`src/rtl/fsm_seq_pkg.sv`:
```
// fsm_seq_pkg: shared definitions for fsm_stream_sequencer.
// Contents: sequencer state encoding, maximum pattern length, and the
// saturating increment used by the match counter.
package fsm_seq_pkg;
    typedef enum logic [1:0] {
        IDLE    = 2'd0,
        FSM_RST = 2'd1,
        DRIVE   = 2'd2,
        DONE    = 2'd3
    } seq_state_t;
    localparam int LEN_MAX = 64;
    // Adds one to v unless v already holds the largest w-bit value.
    function automatic logic [31:0] sat_inc(input logic [31:0] v, input int w);
        return (v == (32'd1 << w) - 32'd1) ? v : v + 32'd1;
    endfunction
endpackage

```
`src/rtl/seq_shift_reg.sv`:
```
// seq_shift_reg: pattern shift register and bit-index counter.
// Ports:
//   clk, nreset       clock, asynchronous active-low reset
//   load, data        capture data and clear the index
//   shift             shift the register one place toward bit 0
//   step              advance the bit index
//   bit0              next pattern bit to drive
//   last_bit          index has reached LEN-1
//   idx               current bit index
module seq_shift_reg #(
    parameter int LEN   = 20,
    parameter int IDX_W = 5
) (
    input  logic             clk,
    input  logic             nreset,
    input  logic             load,
    input  logic             shift,
    input  logic             step,
    input  logic [LEN-1:0]   data,
    output logic             bit0,
    output logic             last_bit,
    output logic [IDX_W-1:0] idx
);
    logic [LEN-1:0] sr;
    always_ff @(posedge clk or negedge nreset) begin
        if (!nreset) begin
            sr  <= '0;
            idx <= '0;
        end else if (load) begin
            sr  <= data;
            idx <= '0;
        end else begin
            if (shift) sr <= sr >> 1;
            if (step) idx <= idx + IDX_W'(1);
        end
    end
    assign bit0     = sr[0];
    assign last_bit = idx == IDX_W'(LEN - 1);
endmodule

```
`src/rtl/fsm_stream_sequencer.sv`:
```
// fsm_stream_sequencer: drives a LEN-bit pattern LSB-first into a serial FSM
// and counts the cycles in which the FSM output is high.
// Ports:
//   clk, nreset        clock, asynchronous active-low reset
//   start, abort       begin a run (IDLE only) / cancel a run in progress
//   pattern_in         pattern captured on an accepted start
//   fsm_nreset, x1     registered reset and serial bit to the driven FSM
//   fsm_z              FSM output, sampled at each DRIVE edge
//   busy, done         run in progress / one-cycle completion pulse
//   match_count        saturating count of fsm_z=1 samples
//   found, first_idx   a match occurred / bit index of the first match
//   z_trace            per-bit fsm_z samples (only with SEQ_TRACE_EN defined)
module fsm_stream_sequencer
    import fsm_seq_pkg::*;
#(
    parameter int LEN   = 20,
    parameter int CNT_W = 5,
    parameter int IDX_W = (LEN > 1) ? $clog2(LEN) : 1
) (
    input  logic             clk,
    input  logic             nreset,
    input  logic             start,
    input  logic             abort,
    input  logic [LEN-1:0]   pattern_in,
    output logic             fsm_nreset,
    output logic             x1,
    input  logic             fsm_z,
    output logic             busy,
    output logic             done,
    output logic [CNT_W-1:0] match_count,
    output logic             found,
    output logic [IDX_W-1:0] first_idx
`ifdef SEQ_TRACE_EN
    ,
    output logic [LEN-1:0]   z_trace
`endif
);
    seq_state_t       state;
    logic             bit0;
    logic             last_bit;
    logic             load;
    logic             shift;
    logic             step;
    logic [IDX_W-1:0] idx;
    // x1 is registered, so the register is shifted whenever bit0 is copied
    // into x1: on leaving FSM_RST and on every DRIVE cycle but the last.
    assign load  = state == IDLE && start;
    assign shift = state == FSM_RST || (state == DRIVE && !last_bit);
    assign step  = state == DRIVE;
    seq_shift_reg #(.LEN(LEN), .IDX_W(IDX_W)) u_sr (
        .clk      (clk),
        .nreset   (nreset),
        .load     (load),
        .shift    (shift),
        .step     (step),
        .data     (pattern_in),
        .bit0     (bit0),
        .last_bit (last_bit),
        .idx      (idx)
    );
    always_ff @(posedge clk or negedge nreset) begin
        if (!nreset) begin
            state       <= IDLE;
            fsm_nreset  <= 1'b0;
            x1          <= 1'b0;
            busy        <= 1'b0;
            done        <= 1'b0;
            match_count <= '0;
            found       <= 1'b0;
            first_idx   <= '0;
        end else begin
            done       <= 1'b0;
            x1         <= 1'b0;
            fsm_nreset <= 1'b1;
            busy       <= 1'b0;
            // Every DRIVE edge samples fsm_z, including one that aborts.
            if (state == DRIVE && fsm_z) begin
                match_count <= CNT_W'(sat_inc(32'(match_count), CNT_W));
                if (!found) begin
                    found     <= 1'b1;
                    first_idx <= idx;
                end
            end
            case (state)
                IDLE: if (start) begin
                    state       <= FSM_RST;
                    fsm_nreset  <= 1'b0;
                    busy        <= 1'b1;
                    match_count <= '0;
                    found       <= 1'b0;
                    first_idx   <= '0;
                end
                FSM_RST: if (abort) state <= IDLE;
                else begin
                    state <= DRIVE;
                    busy  <= 1'b1;
                    x1    <= bit0;
                end
                DRIVE: if (abort) state <= IDLE;
                else if (last_bit) begin
                    state <= DONE;
                    done  <= 1'b1;
                end else begin
                    busy <= 1'b1;
                    x1   <= bit0;
                end
                default: state <= IDLE;
            endcase
        end
    end
`ifdef SEQ_TRACE_EN
    always_ff @(posedge clk or negedge nreset) begin
        if (!nreset) z_trace <= '0;
        else if (load) z_trace <= '0;
        else if (state == DRIVE) z_trace <= z_trace | (LEN'(fsm_z) << idx);
    end
`endif
endmodule

```
`config.mk`:
```
export PLATFORM = sky130hd
export DESIGN_NAME = fsm_stream_sequencer
export DESIGN_NICKNAME = d
export VERILOG_FILES = /design/src/rtl/fsm_seq_pkg.sv /design/src/rtl/seq_shift_reg.sv /design/src/rtl/fsm_stream_sequencer.sv
export SDC_FILE = /design/constraint.sdc
export NUM_CORES = 1
export LEC_CHECK = 0
export CELL_PAD_IN_SITES_DETAIL_PLACEMENT = 1
export CELL_PAD_IN_SITES_GLOBAL_PLACEMENT = 1
export CORE_UTILIZATION = 40
export CTS_CLUSTER_SIZE = 16
export DETAILED_ROUTE_END_ITERATION = 8
export GPL_TIMING_DRIVEN = 1
export PLACE_DENSITY = 0.77
export SKIP_CTS_REPAIR_TIMING = 1
export SYNTH_ARGS = -nofsm -noshare
export SYNTH_HDL_FRONTEND = slang
export SYNTH_SLANG_ARGS = --single-unit
```
`constraint.sdc`:
```
create_clock -name clk -period 1.95 [get_ports clk]
set_input_delay 0.39 -clock clk [delete_from_list [all_inputs] [get_ports clk]]
set_output_delay 0.39 -clock clk [all_outputs]
set_load 0.005 [all_outputs]
```
==> impl_metrics.yaml, run 1 <==
grt:
  grt_max_degree: 46
  grt_pass1_wl_mm: 10.5
  grt_use_met2_pct: 31.4
  antenna_found_initial: 0
  busiest_layer: "met2"
  grt_pass1_vias: 2163
  grtUsageMet1_pct: 25.0
  gr-usage-met3_pct: 3.38
  grt_overflow: 0
  grt_usage_pct: 18.9
placed_design:
  place_hpwl_mm: 4.08
  io_buffer_count: 39
  globalplace.congestion: 0.744
  dpl.cell_count: 377
drt:
  route.detailed.drc: 0
  drtIter0Drc: 78
  drtAntennaViolNets: 0
  vias: 2067
  dr.pass1.iters: 6
  viasPerCell: 5.37
  wirelength_mm: 6.14
  wl_per_cell_um: 16.0
power:
  intPower_mw: 2.76
  p_comb_share_pct: 47.8
  p_sw_share_pct: 36.7
  ir_drop_mv: 0.670
  pwr-share-seq_pct: 32.7
  power_density_nw_per_um2: 1380
  power.leakage_nw: 1.35
  switching_power_mw: 1.60
  p_clk_share_pct: 19.5
floorplanning:
  pin_count: 40
  start_util_pct: 41.4
  die_h_um: 82.9
  dieArea_um2: 6870
  die_x_um: 82.9
  rows: 29
  design.core.area_um2: 6310
logic_synthesis:
  yosysTopAreaCell: "dfrtp_1"
  syn-instance-count: 270
  synth_cell_types: 42
  async_reset_ff_share_pct: 100
  synth_area_leaders: "dfrtp_1, o31a_1, nand2_1"
  synth-edff-count: 0
  yosysSeqAreaShare_pct: 40.2
  ys_warn_count: 0
  ys_ff_latch: 42
  avgSynthCellArea_um2: 9.69
  netlist.area_leader.share_pct: 40.2
  syn-cell-area_um2: 2620
  ys.flop_type: "dfrtp_1"
  synthesis.nets: 301
run:
  cap_violations: 0
timing:
  min_period_ps: 1750
  tightest_slew_ps: 532
  fmax_mhz: 572
  maxSlewHeadroom_pct: 64.5
  min_period_over_period_pct: 89.7
  tns_ps: 0
  setup_violations: 0
  drv_slew: 0
  rsz0062_at_grt: "no"
  hold_violations: 0
  fin_skew_ps: 10.5
final_layout:
  layout-drive-gt1-share_pct: 18.5
  diodes: 0
  layout_common_cells: "nand2_1, dfrtp_1, clkdlybuf4s50_1, a21oi_1, nand2b_1"
  fin_nets: 338
  areaGrowthSynthToFinish_pct: 20.9
  n_fill_cell: 731
  final_cells: 385
critical_path:
  critPathKind: "reg2reg"
  worstSetupStartpointType: "register"
  worstReg2RegEnd: "match_count[3]"
  crit_path_max_fanout: 24
  rrSetupSlack_ps: 200
  cp-end-kind: "register"
  ff2ff_path_depth: 6
  r2r-start: "state[0]"
  cp.required_ps: 2160
  worstPathArrival_ps: 1960
cts:
  cts_sinks: 42
  cts_buffers: 5
  cts_max_level: 2
  clockBufferDepth: 2
  cts_tree: "built"
  clk_pin_slew_ps: 90
  worstSkewPairLatency_ps: 300
  cts-root-buf: "clkbuf_8"
run_status:
  outcome: "complete, no violations"
hold_path:
  hold_path_class: "in2async"
## metrics by stage
stage | cell area, um^2 | hold WS (ps) | power (mW) | util, % | setup slack (ps)
floorplan | 2620 | 94.4 | 3.01 | - | 398
global placement | 3030 | 395 | 3.43 | 47.9 | 122
detailed placement | 3030 | 406 | 3.54 | 47.9 | 59.3
CTS | 3160 | 71.1 | 4.42 | 50.1 | 202
global route | 3160 | 87.4 | 4.70 | 50.1 | 32.3
finish | 3160 | 52.6 | 4.36 | 50.1 | 202
## worst max-delay path by stage
stage               slack [ps]  depth (start not counted)             end      from
floorplan                  400                          6     u_sr.sr[10]  state[0]
global placement           120                          5      u_sr.sr[8]     start
detailed placement          60                          5      u_sr.sr[6]     start
CTS                        200                          6      u_sr.sr[5]  state[1]
global route                30                          6  match_count[3]  state[0]
finish                     200                          6  match_count[3]  state[0]
## per-layer routing
metal | part of all wire [%] | up-vias
li1 | - | 1003
met1 | 46 | 1018
met2 | 49 | 35
met3 | 3.4 | 11
met4 | 1.6 | 0
met5 | 0 | -
## layout make-up
cell class / count / area [um^2] / share of cell area [%]
Timing Repair Buffer: 50 / 518 / 16.4
Sequential cell: 42 / 1050 / 33.2
Tap cell: 77 / 96.3 / 3.04
Inverter: 4 / 15.0 / 0.474
Clock buffer: 5 / 68.8 / 2.17
Clock inverter: 3 / 68.8 / 2.17
Multi-Input combinational cell: 204 / 1350 / 42.5
## critical path, stage by stage (launching register included)
cell and delay (ps):
dfrtp_1 430, inv_1 110, ha_1 230, buf_12 190
and2_0 330, a21oi_1 120, a311oi_1 250
## synth_stat cells, types with 2 or more instances
cell type	n
dfrtp_1	42
nand2_1	42
a21oi_1	25
nand2b_1	20
o31a_1	19
o21ai_2	18
or2b_2	15
nor2_1	14
mux2i_1	7
clkbuf_8	6
ha_1	6
buf_2	5
inv_1	4
or2b_1	4
clkbuf_1	3
nand4_1	3
nor3_1	3
o21ai_0	3
xor2_1	3
and3_1	2
buf_12	2
dlymetal6s2s_1	2
nand3b_1	2
o22ai_1	2
## flip-flops by register name (all words and copies together) (netlist names)
register and flops:
done 1, state 2, u_sr.idx 5, busy 1
u_sr.sr 20, first_idx 5, x1 1, match_count 5
fsm_nreset 1, found 1
## power groups by stage
stage                     Sequential (mW)  Combinational [mW]  Clock [mW]
after floorplan                      1.38                1.63           0
after global placement               1.42                2.01           0
after detailed placement             1.44                2.10           0
after CTS                            1.43                2.12       0.868
after global routing                 1.48                2.33       0.899
final                                1.43                2.08       0.851
## cell families after synthesis
family / Yosys count / synth area share, %
and+or+nand+nor: 113 / 24.0
buffers and inverters: 24 / 8.37
adders and majority gates: 6 / 2.87
AOI/OAI and AO/OA: 74 / 20.6
muxes: 7 / 2.68
xor gates and xnor gates: 4 / 1.34
DFF: 42 / 40.2
Power figures use the tool's default switching activity.
==> run 2: changes to the inputs <==
--- a/config.mk
+++ b/config.mk
@@ -11,6 +11,7 @@
 export CTS_CLUSTER_SIZE = 16
 export DETAILED_ROUTE_END_ITERATION = 8
 export GPL_TIMING_DRIVEN = 1
+export MAX_ROUTING_LAYER = met4
 export PLACE_DENSITY = 0.77
 export SKIP_CTS_REPAIR_TIMING = 1
 export SYNTH_ARGS = -nofsm -noshare
==> run 2 against run 1 <==
- sequential power barely moved
- via count barely moved
- wire length grew 0.39%
- power is essentially flat
- sequential share of layout area did not move
- non-clock buffer count is the same
- clock skew decreased by 0.94 ps
- register-to-register slack about the same
- largest power group unchanged
==> impl_metrics.yaml, run 2 (synthesized netlist as in run 1, its figures left out) <==
run_status:
  outcome: "complete, no violations"
drt:
  dr.pass1.iters: 6
  vias: 2068
  wl_per_cell_um: 16.0
  drtIter0Drc: 89
  viasPerCell: 5.37
  route.detailed.drc: 0
  drtAntennaViolNets: 0
  wirelength_mm: 6.17
power:
  power_density_nw_per_um2: 1380
  p_clk_share_pct: 19.5
  intPower_mw: 2.76
  switching_power_mw: 1.60
  p_comb_share_pct: 47.7
  p_sw_share_pct: 36.7
  pwr-share-seq_pct: 32.8
  power.leakage_nw: 1.35
  ir_drop_mv: 0.668
cts:
  clockBufferDepth: 2
  clk_pin_slew_ps: 90
  cts_max_level: 2
  cts_buffers: 5
  worstSkewPairLatency_ps: 300
  cts_tree: "built"
  cts_sinks: 42
  cts-root-buf: "clkbuf_8"
floorplanning:
  pin_count: 40
  rows: 29
  dieArea_um2: 6870
  design.core.area_um2: 6310
  die_h_um: 82.9
  start_util_pct: 41.4
  die_x_um: 82.9
critical_path:
  cp-end-kind: "register"
  critPathKind: "reg2reg"
  worstSetupStartpointType: "register"
  worstPathArrival_ps: 1970
  crit_family: "flip-flops"
  crit_chain: "inv_1 > ha_1 > buf_12 > and2_0 > a21oi_1 > a311oi_1"
  cp.required_ps: 2160
  cp_num_buf_inv: 2
  rrSetupSlack_ps: 190
  crit_path_max_fanout: 24
  cpPeakStageDelay_ps: 430
  critPathSlowestCell: "dfrtp_1"
grt:
  grt_overflow: 0
  antenna_found_initial: 0
  grt_pass1_vias: 2161
  grt_max_degree: 46
  grt_pass1_wl_mm: 10.5
  grt_usage_pct: 19.5
timing:
  tightest_slew_ps: 535
  min_period_over_period_pct: 90.1
  drv_slew: 0
  setup_ws_ps: 194
  tns_ps: 0
  fin_skew_ps: 9.61
  maxSlewHeadroom_pct: 64.4
  min_period_ps: 1760
  fmax_mhz: 569
  hold_violations: 0
  rsz0062_at_grt: "no"
  setup_violations: 0
final_layout:
  largest_register_ffs: 20
  diodes: 0
  top_register: "u_sr.sr"
  fin_nets: 338
  layout-drive-gt1-share_pct: 18.5
  layout_common_cells: "nand2_1, dfrtp_1, clkdlybuf4s50_1, a21oi_1, nand2b_1"
  postLayoutCellArea_um2: 3160
  final_cells: 385
  areaGrowthSynthToFinish_pct: 20.9
placed_design:
  dpl.cell_count: 377
  place_area_um2: 3030
  place_hpwl_mm: 4.08
  globalplace.congestion: 0.754
  io_buffer_count: 39
  placement.setup.worst_slack_ps: 59.3
run:
  cap_violations: 0
hold_path:
  hold_path_class: "in2async"
run 2: cell counts in the layout (fill, tap and decap cells not counted):
No cell type changed its count.
run 2: power groups by stage:
stage | Sequential [mW] | Clock [mW] | Combinational, mW
2_1_floorplan | 1.38 | 0 | 1.63
3_3_place_gp | 1.42 | 0 | 2.01
3_5_place_dp | 1.44 | 0 | 2.10
4_1_cts | 1.43 | 0.868 | 2.12
5_1_grt | 1.48 | 0.899 | 2.33
6_report | 1.43 | 0.851 | 2.08
run 2: area by class of cell:
cell class / instances / area [um^2]
inverter: 4 / 15.0
clock inverter: 3 / 68.8
fill: 731 / 3150
multi-input combinational: 204 / 1350
sequential: 42 / 1050
clock buffer: 5 / 68.8
tap: 77 / 96.3
timing repair buffer: 50 / 518
run 2: final timing paths:
kind | end | cells after the start | start
worst min-delay path | match_count[3] | 1 | nreset
max in group asynchronous | u_sr.sr[0] | 2 | nreset
worst min register to register | first_idx[3] | 2 | first_idx[3]
worst max register to register | match_count[3] | 6 | state[0]
min in group clk | first_idx[3] | 2 | first_idx[3]
worst max-delay path | match_count[3] | 6 | state[0]
run 2: per-stage QoR:
step	hold WS [ps]	total power [mW]	util, %
final	54.2	4.36	50.1
after global routing	87.4	4.70	50.1
after global placement	395	3.43	47.9
after detailed placement	406	3.54	47.9
after CTS	71.1	4.42	50.1
after floorplan	94.4	3.01	-
run 2: layer usage:
layer	vias up	track usage [%]	share of wire, %
met5	-	-	0
met4	0	5.64	1.5
met3	11	3.38	3.5
met2	35	31.5	49
met1	1019	25.1	46
li1	1003	-	-
==> run 3: changes to the inputs <==
--- a/config.mk
+++ b/config.mk
@@ -10,9 +10,10 @@
 export CORE_UTILIZATION = 40
 export CTS_CLUSTER_SIZE = 16
 export DETAILED_ROUTE_END_ITERATION = 8
+export DONT_BUFFER_PORTS = 1
 export GPL_TIMING_DRIVEN = 1
 export MAX_ROUTING_LAYER = met4
-export PLACE_DENSITY = 0.77
+export PLACE_DENSITY = 0.67
 export SKIP_CTS_REPAIR_TIMING = 1
 export SYNTH_ARGS = -nofsm -noshare
 export SYNTH_HDL_FRONTEND = slang
==> run 3 against run 2 <==
- sequential cell count stayed put
- non-clock buffer count down 39
- clock skew fell by 1.1 ps
- via count down 8.2%
- register-to-register slack worse by 20 ps
- utilization down 6.1 points
- worst setup slack worse by 22 ps
- sequential power about the same
- critical endpoint unchanged
- largest cell class unchanged
- highest routed layer unchanged
==> impl_metrics.yaml, run 3 (synthesized netlist as in run 1, its figures left out) <==
cts:
  clk_pin_slew_ps: 80
  cts_max_level: 2
  clockBufferDepth: 2
  cts_tree: "built"
  worstSkewPairLatency_ps: 300
  cts_buffers: 5
  cts_sinks: 42
  cts-root-buf: "clkbuf_8"
grt:
  grt_pass1_vias: 1959
  grt_usage_pct: 18.3
  grt_overflow: 0
  grt_pass1_wl_mm: 9.85
  grt_max_degree: 52
  antenna_found_initial: 0
critical_path:
  rrSetupSlack_ps: 170
  worstPathArrival_ps: 1980
  cp-end-kind: "register"
  worstSetupStartpointType: "register"
  r2r-start: "state[0]"
  crit_path_max_fanout: 51
  crit_start: "state[0]"
  cp.required_ps: 2150
  critPathKind: "reg2reg"
hold_path:
  worstHoldStart: "abort"
  hold_path_class: "in2reg"
timing:
  tightest_slew_ps: 384
  fmax_mhz: 562
  tns_ps: 0
  hold_violations: 0
  min_period_over_period_pct: 91.2
  maxSlewHeadroom_pct: 74.4
  min_period_ps: 1780
  rsz0062_at_grt: "no"
  holdWs_ps: 157
  setup_ws_ps: 171
  drv_slew: 0
  fin_skew_ps: 8.51
  setup_violations: 0
final_layout:
  largest_register_ffs: 20
  top_register: "u_sr.sr"
  diodes: 0
  layout_common_cells: "nand2_1, dfrtp_1, a21oi_1, nand2b_1, o31a_1"
  regArea_um2: 1050
  layout-drive-gt1-share_pct: 20.5
  postLayoutCellArea_um2: 2780
  final_cells: 345
  n_fill_cell: 721
  fin_nets: 299
  multi_input_area_um2: 1350
  areaGrowthSynthToFinish_pct: 6.17
power:
  ir_drop_mv: 0.590
  p_clk_share_pct: 17.6
  power_density_nw_per_um2: 1450
  intPower_mw: 2.53
  switching_power_mw: 1.51
  p_comb_share_pct: 47.3
  power.leakage_nw: 1.20
  pwr-share-seq_pct: 35.1
  p_sw_share_pct: 37.4
floorplanning:
  die_h_um: 82.9
  rows: 29
  pin_count: 40
  dieArea_um2: 6870
  start_util_pct: 41.4
  design.core.area_um2: 6310
  die_x_um: 82.9
placed_design:
  dpl.cell_count: 336
  placement.setup.worst_slack_ps: 154
  globalplace.congestion: 0.786
  place_area_um2: 2630
  io_buffer_count: 0
  place_hpwl_mm: 3.73
drt:
  drtIter0Drc: 75
  route.detailed.drc: 0
  dr.pass1.iters: 4
  wl_met3_um: 170
  top_layer: "met4"
  drtAntennaViolNets: 0
  vias: 1899
  viasPerCell: 5.50
  wirelength_mm: 5.71
  wl_per_cell_um: 16.6
  route.met2.wl_mm: 2.69
  wl_met1_mm: 2.75
run:
  cap_violations: 0
run_status:
  outcome: "complete, no violations"
-- run 3: cell types whose count changed in the layout (fill, tap and decap cells not counted), sizes merged --
cell,delta
buf,-2
bufinv,-1
clkbuf,+1
clkdlybuf4s50,-38
clkinv,-1
dlygate4sd3,+1
-- run 3: layout make-up --
cell class | count | area share, %
clock inverters | 1 | 1.08
clock buffers | 6 | 2.97
multi-input cells | 204 | 48.5
repair buffers | 11 | 5.59
flip-flops and latches | 42 | 37.8
inverters | 4 | 0.541
well taps | 77 | 3.47
-- run 3: power by group through the flow --
| stage | Combinational [mW] | Sequential (mW) | Clock [mW] |
|---|---|---|---|
| finish | 1.91 | 1.42 | 0.712 |
| CTS | 1.91 | 1.42 | 0.734 |
| detailed placement | 1.90 | 1.44 | 0 |
| global placement | 1.85 | 1.43 | 0 |
| floorplan | 1.63 | 1.38 | 0 |
| global route | 2.17 | 1.47 | 0.767 |
-- run 3: worst paths after layout --
| kind | end | depth (start not counted) |
|---|---|---|
| worst max-delay path | match_count[3] | 6 |
| worst min-delay path | x1 | 1 |
| worst max register to register | match_count[3] | 6 |
| worst min register to register | x1 | 2 |
| max in group asynchronous | first_idx[2] | 2 |
| min in group asynchronous | match_count[0] | 2 |
-- run 3: per-stage QoR --
stage	util (%)	power (mW)
3_5_place_dp	41.6	3.34
4_1_cts	43.4	4.07
6_report	44.0	4.04
5_1_grt	44.0	4.41
3_3_place_gp	41.6	3.28
2_1_floorplan	-	3.01
-- run 3: routing by layer --
layer / vias up / global-route usage [%]
li1: 923 / -
met3: 9 / 3.88
met2: 24 / 27.3
met1: 943 / 24.8
met5: - / -
met4: 0 / 6.11
-- run 3: worst max-delay path, cell delays in order (launching register included) --
cell and delay [ps]:
dfrtp_1 420, inv_1 100, ha_1 200, buf_12 250, and2_0 340, a21oi_1 110, a311oi_1 250
